File: src/rtl/tt_probe_pkg.sv
// Shared types and helpers for the truth-table probe: FSM state encoding,
// the supported input-count ceiling and the table-width function.
package tt_probe_pkg;

  typedef enum logic [1:0] {
    IDLE   = 2'd0,
    DRIVE  = 2'd1,
    SAMPLE = 2'd2,
    DONE   = 2'd3
  } tt_state_e;

  localparam int TT_MAX_IN = 4;

  function automatic int tt_width(input int n);
    return 1 << n;
  endfunction

endpackage

File: src/rtl/tt_settle_timer.sv
// Loadable down-counter that times how long each probe pattern is held
// before sampling; 'expired' is high once the count has reached zero.
module tt_settle_timer #(
  parameter int SETTLE_CYCLES = 4
) (
  input  logic clk,
  input  logic rst_n,
  input  logic load,
  input  logic en,
  output logic expired
);

  localparam int CW = (SETTLE_CYCLES > 1) ? $clog2(SETTLE_CYCLES) : 1;

  logic [CW-1:0] count_q, count_d;

  always_comb begin
    count_d = count_q;
    if (load) begin
      count_d = CW'(SETTLE_CYCLES - 1);
    end else if (en && (count_q != '0)) begin
      count_d = count_q - CW'(1);
    end
  end

  always_ff @(posedge clk or negedge rst_n) begin
    if (!rst_n) begin
      count_q <= '0;
    end else begin
      count_q <= count_d;
    end
  end

  assign expired = (count_q == '0);

endmodule

File: src/rtl/truth_table_probe.sv
// Sweeps every input pattern into an N-input gate and rebuilds its truth-table
// code (pattern 0 in the MSB). Optional expected-code compare: TT_PROBE_COMPARE_EN.
module truth_table_probe
  import tt_probe_pkg::*;
#(
  parameter int  N_IN          = 3,
  parameter int  SETTLE_CYCLES = 4,
  localparam int TT_W          = tt_width(N_IN)
) (
  input  logic            clk,
  input  logic            rst_n,
  input  logic            start,
  input  logic            abort,
  output logic [N_IN-1:0] probe_in,
  input  logic            probe_out,
  output logic            busy,
  output logic            done,
  output logic [TT_W-1:0] tt,
  output logic            tt_valid
`ifdef TT_PROBE_COMPARE_EN
  ,
  input  logic [TT_W-1:0] tt_expect,
  output logic            tt_mismatch
`endif
);

  tt_state_e       state_q, state_d;
  logic [N_IN-1:0] pattern_q, pattern_d;
  logic [N_IN-1:0] probe_in_q, probe_in_d;
  logic [TT_W-1:0] tt_q, tt_d;
  logic            busy_q, busy_d;
  logic            done_q, done_d;
  logic            tt_valid_q, tt_valid_d;
  logic            start_accept;
  logic            timer_load;
  logic            timer_expired;

  tt_settle_timer #(
    .SETTLE_CYCLES(SETTLE_CYCLES)
  ) u_settle_timer (
    .clk    (clk),
    .rst_n  (rst_n),
    .load   (timer_load),
    .en     (state_q == DRIVE),
    .expired(timer_expired)
  );

  // Results are shifted in from the LSB, so after TT_W samples pattern 0 sits in the MSB.
  always_comb begin
    state_d      = state_q;
    pattern_d    = pattern_q;
    tt_d         = tt_q;
    tt_valid_d   = tt_valid_q;
    timer_load   = 1'b0;
    start_accept = 1'b0;
    if (abort) begin
      state_d    = IDLE;
      tt_valid_d = 1'b0;
    end else begin
      case (state_q)
        IDLE, DONE: begin
          if (start) begin
            start_accept = 1'b1;
            state_d      = DRIVE;
            pattern_d    = '0;
            tt_d         = '0;
            tt_valid_d   = 1'b0;
            timer_load   = 1'b1;
          end
        end
        DRIVE: begin
          if (timer_expired) begin
            state_d = SAMPLE;
          end
        end
        SAMPLE: begin
          tt_d = {tt_q[TT_W-2:0], probe_out};
          if (&pattern_q) begin
            state_d    = DONE;
            tt_valid_d = 1'b1;
          end else begin
            state_d    = DRIVE;
            pattern_d  = pattern_q + N_IN'(1);
            timer_load = 1'b1;
          end
        end
        default: state_d = IDLE;
      endcase
    end
    busy_d     = (state_d == DRIVE) || (state_d == SAMPLE);
    done_d     = (state_d == DONE) && (state_q != DONE);
    probe_in_d = busy_d ? pattern_d : '0;
  end

  always_ff @(posedge clk or negedge rst_n) begin
    if (!rst_n) begin
      state_q    <= IDLE;
      pattern_q  <= '0;
      probe_in_q <= '0;
      tt_q       <= '0;
      busy_q     <= 1'b0;
      done_q     <= 1'b0;
      tt_valid_q <= 1'b0;
    end else begin
      state_q    <= state_d;
      pattern_q  <= pattern_d;
      probe_in_q <= probe_in_d;
      tt_q       <= tt_d;
      busy_q     <= busy_d;
      done_q     <= done_d;
      tt_valid_q <= tt_valid_d;
    end
  end

  assign probe_in = probe_in_q;
  assign busy     = busy_q;
  assign done     = done_q;
  assign tt       = tt_q;
  assign tt_valid = tt_valid_q;

`ifdef TT_PROBE_COMPARE_EN
  logic [TT_W-1:0] tt_expect_q, tt_expect_d;
  logic            tt_mismatch_q, tt_mismatch_d;

  // The expected code is captured with the start so it cannot drift mid-sweep.
  always_comb begin
    tt_expect_d   = tt_expect_q;
    tt_mismatch_d = tt_mismatch_q;
    if (start_accept) begin
      tt_expect_d = tt_expect;
    end
    if (!tt_valid_d) begin
      tt_mismatch_d = 1'b0;
    end
    if (done_d) begin
      tt_mismatch_d = (tt_d != tt_expect_q);
    end
  end

  always_ff @(posedge clk or negedge rst_n) begin
    if (!rst_n) begin
      tt_expect_q   <= '0;
      tt_mismatch_q <= 1'b0;
    end else begin
      tt_expect_q   <= tt_expect_d;
      tt_mismatch_q <= tt_mismatch_d;
    end
  end

  assign tt_mismatch = tt_mismatch_q;
`endif

endmodule

File: config.mk
export PLATFORM = sky130hd
export DESIGN_NAME = truth_table_probe
export DESIGN_NICKNAME = d
export VERILOG_FILES = /design/src/rtl/tt_probe_pkg.sv /design/src/rtl/tt_settle_timer.sv /design/src/rtl/truth_table_probe.sv
export SDC_FILE = /design/constraint.sdc
export NUM_CORES = 1
export LEC_CHECK = 0
export ABC_CLOCK_PERIOD_IN_PS = 2100
export CORE_UTILIZATION = 25
export DETAILED_ROUTE_END_ITERATION = 16
export PLACE_DENSITY = 0.54
export SLEW_MARGIN = 20
export SYNTH_ARGS = -nofsm -noshare
export SYNTH_HDL_FRONTEND = slang
export SYNTH_SLANG_ARGS = --single-unit
File: constraint.sdc
create_clock -name clk -period 2.1 [get_ports clk]
set_input_delay 0.315 -clock clk [delete_from_list [all_inputs] [get_ports clk]]
set_output_delay 0.315 -clock clk [all_outputs]
set_load 0.03 [all_outputs]
==> results of run 1 <==
critical path, stage by stage, from the launching register on:
cell	delay (ns)
dfrtp_1	0.43
ha_1	0.28
and2b_2	0.25
a211oi_2	0.23
a211oi_1	0.09
ha_1	0.39
nand2_1	0.07
o22ai_1	0.15
kinds of logic after synthesis:
kind of cell | Yosys count | share of synthesized area (%)
AOI/OAI and AO/OA | 30 | 16.62
xor gates and xnor gates | 1 | 0.8559
adders and majority gates | 6 | 7.335
buffers and inverters | 10 | 5.257
DFF | 21 | 51.34
muxes | 2 | 2.078
and+or+nand+nor | 30 | 16.50
registers in the layout, indices dropped and copies added (netlist names):
signal,flops
tt,8
pattern_q,3
busy,1
done,1
probe_in,3
tt_valid,1
state_q,2
u_settle_timer.count_q,2
worst max path at each step:
stage | to | from | depth (start not counted) | slack [ns]
CTS | probe_in[1]$_DFF_PN0_ | state_q[0]$_DFF_PN0_ | 7 | 0.07
global route | probe_in[0]$_DFF_PN0_ | state_q[1]$_DFF_PN0_ | 8 | -0.03
global placement | probe_in[0]$_DFF_PN0_ | start | 6 | 0.12
detailed placement | probe_in[1]$_DFF_PN0_ | state_q[0]$_DFF_PN0_ | 7 | 0.08
finish | probe_in[1]$_DFF_PN0_ | state_q[0]$_DFF_PN0_ | 7 | 0.13
floorplan | probe_in[0]$_DFF_PN0_ | state_q[0]$_DFF_PN0_ | 8 | 0.20
routing by layer:
| layer | vias up | global-route usage, % | part of all wire (%) |
|---|---|---|---|
| li1 | 392 | - | - |
| met4 | 0 | 7.979 | 3.0 |
| met5 | - | 0 | 0 |
| met1 | 376 | 13.66 | 47 |
| met2 | 13 | 17.60 | 47 |
| met3 | 5 | 1.379 | 2.7 |
where the power goes:
part           switching, uW  total [uW]  leakage (uW)  internal (uW)
logic                    419         749      0.000270            330
clock network            122         256     0.0000228            135
registers               51.6         531      0.000282            479
total                    593        1540      0.000575            944
per-stage QoR:
step           hold WS, ns  setup slack, ns  total power, uW  TNS (ns)
2_1_floorplan      0.01941           0.2028             1061         0
3_3_place_gp        0.5099           0.1229             1199         0
3_5_place_dp        0.5197          0.07918             1222         0
4_1_cts             0.4122          0.06793             1485         0
5_1_grt             0.4309         -0.02698             1659  -0.05319
6_report            0.4012           0.1323             1536         0
layout make-up:
type,count,area [sq um]
Fill cell,394,2464
Sequential cell,21,525.5
Multi-Input combinational cell,69,452.9
Timing Repair Buffer,24,225.2
Tap cell,48,60.06
Clock buffer,4,45.04
Inverter,7,26.28
cells in the final DEF (no fill, tap or decap):
cell type,n
nor2b_1,1
mux2i_1,1
nor3_4,1
clkdlybuf4s50_1,18
buf_4,6
nor3b_1,1
nand2b_1,4
o21a_1,2
and3_1,1
inv_1,7
nand2_1,14
ha_2,1
a31oi_1,1
nor2b_4,1
clkbuf_8,3
or2_2,1
o22ai_1,3
nor2_1,1
o21ai_0,9
xnor2_1,1
dfrtp_1,21
ha_1,5
a211oi_1,1
a21oi_1,3
or2_4,1
nand3_1,1
and2b_2,1
o211ai_1,2
clkbuf_1,1
a211oi_2,1
nor3_1,2
o21ai_1,8
mux2_1,1
what timing repair did:
item | CTS | global route
endpoints found under the setup margin | 0 | 2
buffers inserted | 0 | 3
resized for setup | 0 | 3
==> metrics.cfg, run 1 <==
[detailed_routing]
wl_per_cell_um=12.44
route.detailed.drc=0
viasPerCell=4.543
postRouteAntennaNets=0
wirelength_um=2152
via_count=786
drt_iter0_markers=24
dr.pass1.iters=4

[yosys]
synth_warnings=0
syn_area_sq_mm=0.001023
synth_edf_count=0
synth_nets=111
ys_seq_area_share_pct=51.34
synthCells=100
yosysMostFrequentCell=dfrtp_1
async_flop_share_pct=100.0
synth_area_per_cell_sq_um=10.23
ys_types=29
yosys-top-cells-area=dfrtp_1 (51%), ha_1 (7.3%), nand2_1 (5.1%), o21ai_0 (4.4%), o21ai_1 (3.9%)
synth_common_cells=dfrtp_1 (21), nand2_1 (14), o21ai_0 (9)
synth_flop_cell=dfrtp_1
ys_seq_elements=21
synth_top_area_share_pct=51.34
synth_top_area_cell=dfrtp_1

[setup_path]
arrival_ns=2.14
reg2reg_from=state_q[0]$_DFF_PN0_
worstPathMaxFanout=6
end_kind=flop
reg2reg_slack_ns=0.13
path_class=flop to flop
critPathRequiredTime_ns=2.27
rr_endpoint=probe_in[1]$_DFF_PN0_
crit_path_start_kind=flop
rr_worst_depth=7

[worst_hold_path]
hold_path_class=input port to asynchronous set/reset pin

[cts]
clock_path_buffers=2
clock-sinks=21
cts_root_buf=clkbuf_8
cts_tree=yes
htreeDepth=1
clk_pin_slew_ns=0.07
cts_buffers=3
clock_latency_ns=0.25
ctsHoldBuffers=0

[job]
max-cap-violations=0

[timing]
setup-violations-final=0
fin_crit_ns=1.968
relSlewSlack_pct=78.92
drv_slew=0
finalHoldViolCount=0
worst_slew_pin_slew_ns=0.3152
period_share_pct=93.70
fin_skew_ns=0.002378
max_freq_mhz=508.2

[layout]
finalCoreUtilization_pct=35.14
nets=137
finalInstanceArea_sq_mm=0.001335
area_growth_pct=30.44
drive_above_1_share_pct=12.80
stdcell_count=173
diodes=0

[die]
start_util_pct=26.94
fp.dieH_um=65.99
dieArea_sq_mm=0.004354
die_w_um=65.99
coreArea_sq_mm=0.003799
io-pin-count=19
row_count=22

[global_route]
overflow=0
antenna_found_initial=0
grt_pass1_vias=741
grt_max_degree=22
grt_usage_pct=11.06
grt_pass1_wl_um=3519

[place]
io_buffers=18
placed_cell_area_sq_mm=0.001259
hpwl_um=1572
gp_congestion=0.8184
post-place-cells=166

[power_and_ir_drop]
power.density_mw_per_mm2=1151
p_leak_uw=0.0005750
vdd_ir_drop_max_mv=0.3603

[run_status]
status=complete, no violations

(Power assumes the default switching activity.)
==> run 2: changes to the inputs <==
CORE_UTILIZATION = 50   (was 25)
PLACE_DENSITY = 0.87   (was 0.54)
==> metrics.cfg, run 2 (synthesized netlist as in run 1, its figures left out) <==
[cts]
cts_root_buf=clkbuf_4
clk_pin_slew_ns=0.12
clock_path_buffers=2
cts_buffers=3
cts_tree=yes
htreeDepth=1
clock-sinks=21
clock_latency_ns=0.32

[global_route]
overflow=0
antenna_found_initial=0
grt_usage_pct=21.58
grt_pass1_wl_um=3194
grt_pass1_vias=733
grt_max_degree=22

[place]
gp_congestion=0.9208
placed_cell_area_sq_mm=0.001232
dp_slack_ns=0.1037
hpwl_um=1470
io_buffers=18

[detailed_routing]
drt-met1-wl_um=939
postRouteAntennaNets=0
route.detailed.drc=0
top_layer_used=met4
via_count=801
dr.pass1.iters=4
wl_per_cell_um=14.00
wl_met2_um=1044
viasPerCell=5.340
wl_met3_um=48
wirelength_um=2100
drt_iter0_markers=10

[timing]
period_share_pct=91.74
fin_crit_ns=1.927
fin_skew_ns=0.008876
finalHoldViolCount=0
relSlewSlack_pct=78.67
setup-violations-final=0
timing.hold.ws_ns=0.3139
rsz0062_at_grt=no
worst_slew_pin_slew_ns=0.3189
setup_slack_ns=0.1734
max_freq_mhz=519.0
drv_slew=0
fin_setup_tns_ns=0

[layout]
diodes=0
nets=135
finalInstanceArea_sq_mm=0.001290
drive_above_1_share_pct=12.20
multiInputGateArea_sq_um=466.7
layout_commonest_cell=dfrtp_1
area_growth_pct=26.04
final_cell_mix=dfrtp_1 (21), clkdlybuf4s50_1 (18), nand2_1 (14)
fillers=153
final-seq-area_sq_um=525.5
largest_register_ff_count=8

[die]
die_w_um=47.25
start_util_pct=52.71
row_count=16
dieArea_sq_mm=0.002232
fp.dieH_um=47.25
io-pin-count=19
coreArea_sq_mm=0.001942

[run_status]
status=complete, no violations

[setup_path]
arrival_ns=2.17
critPathRequiredTime_ns=2.34
path_class=flop to flop
worstPathMaxFanout=6
end_kind=flop
crit_path_start_kind=flop

[worst_hold_path]
hold_path_class=input port to asynchronous set/reset pin

[power_and_ir_drop]
p_leak_uw=0.0005613
vdd_ir_drop_max_mv=0.7530
power.density_mw_per_mm2=1159
total_power_uw=1495

[job]
max-cap-violations=0

## run 2: power breakdown
part	leakage [uW]	switching, uW	internal (uW)
sequential	0.000282	51.5	478
combinational	0.000261	435	329
clock	0.0000177	130	71.4
total	0.000561	616	878
## run 2: layout make-up
class,instances,share of cell area (%)
well taps,27,2.619
multi-input cells,69,36.18
inverters,7,2.037
clock buffers,3,1.746
repair buffers,22,16.29
clock inverters,1,0.3880
flip-flops and latches,21,40.74
## run 2: critical path: stages, from the launching register on
cell      delay (ns)
dfrtp_1         0.40
inv_1           0.07
ha_1            0.23
and2b_1         0.22
a211oi_1        0.30
a211oi_2        0.11
ha_4            0.31
nand2_1         0.05
o22ai_1         0.16
## run 2: path summary, 6_finish.rpt
kind	to	depth (start not counted)	slack [ns]	start
worst max-delay path	probe_in[0]$_DFF_PN0_	8	0.17	state_q[1]$_DFF_PN0_
worst min-delay path	tt[6]$_DFFE_PN0P_	2	0.31	rst_n
worst max register to register	probe_in[0]$_DFF_PN0_	8	0.17	state_q[1]$_DFF_PN0_
worst min register to register	pattern_q[0]$_DFF_PN0_	1	0.54	pattern_q[0]$_DFF_PN0_
max in group asynchronous	state_q[1]$_DFF_PN0_	2	1.57	rst_n
min in group clk	tt[0]$_DFFE_PN0P_	3	0.54	probe_out
## run 2: routing by layer
metal	track usage, %	vias to the layer above
li1	-	390
met1	27.61	389
met2	35.34	15
met3	2.692	7
met4	12.00	0
met5	0	-
## run 2: per-stage QoR
step,cells,utilization (%)
3_5_place_dp,145,63.47
2_1_floorplan,100,-
5_1_grt,150,66.43
6_report,150,66.43
3_3_place_gp,145,63.47
4_1_cts,149,64.88
## run 2: timing repair
item | CTS | global route
setup buffers | 0 | 1
hold buffers | 0 | 0
setup endpoints to repair | 0 | 2
resized for setup | 0 | 3
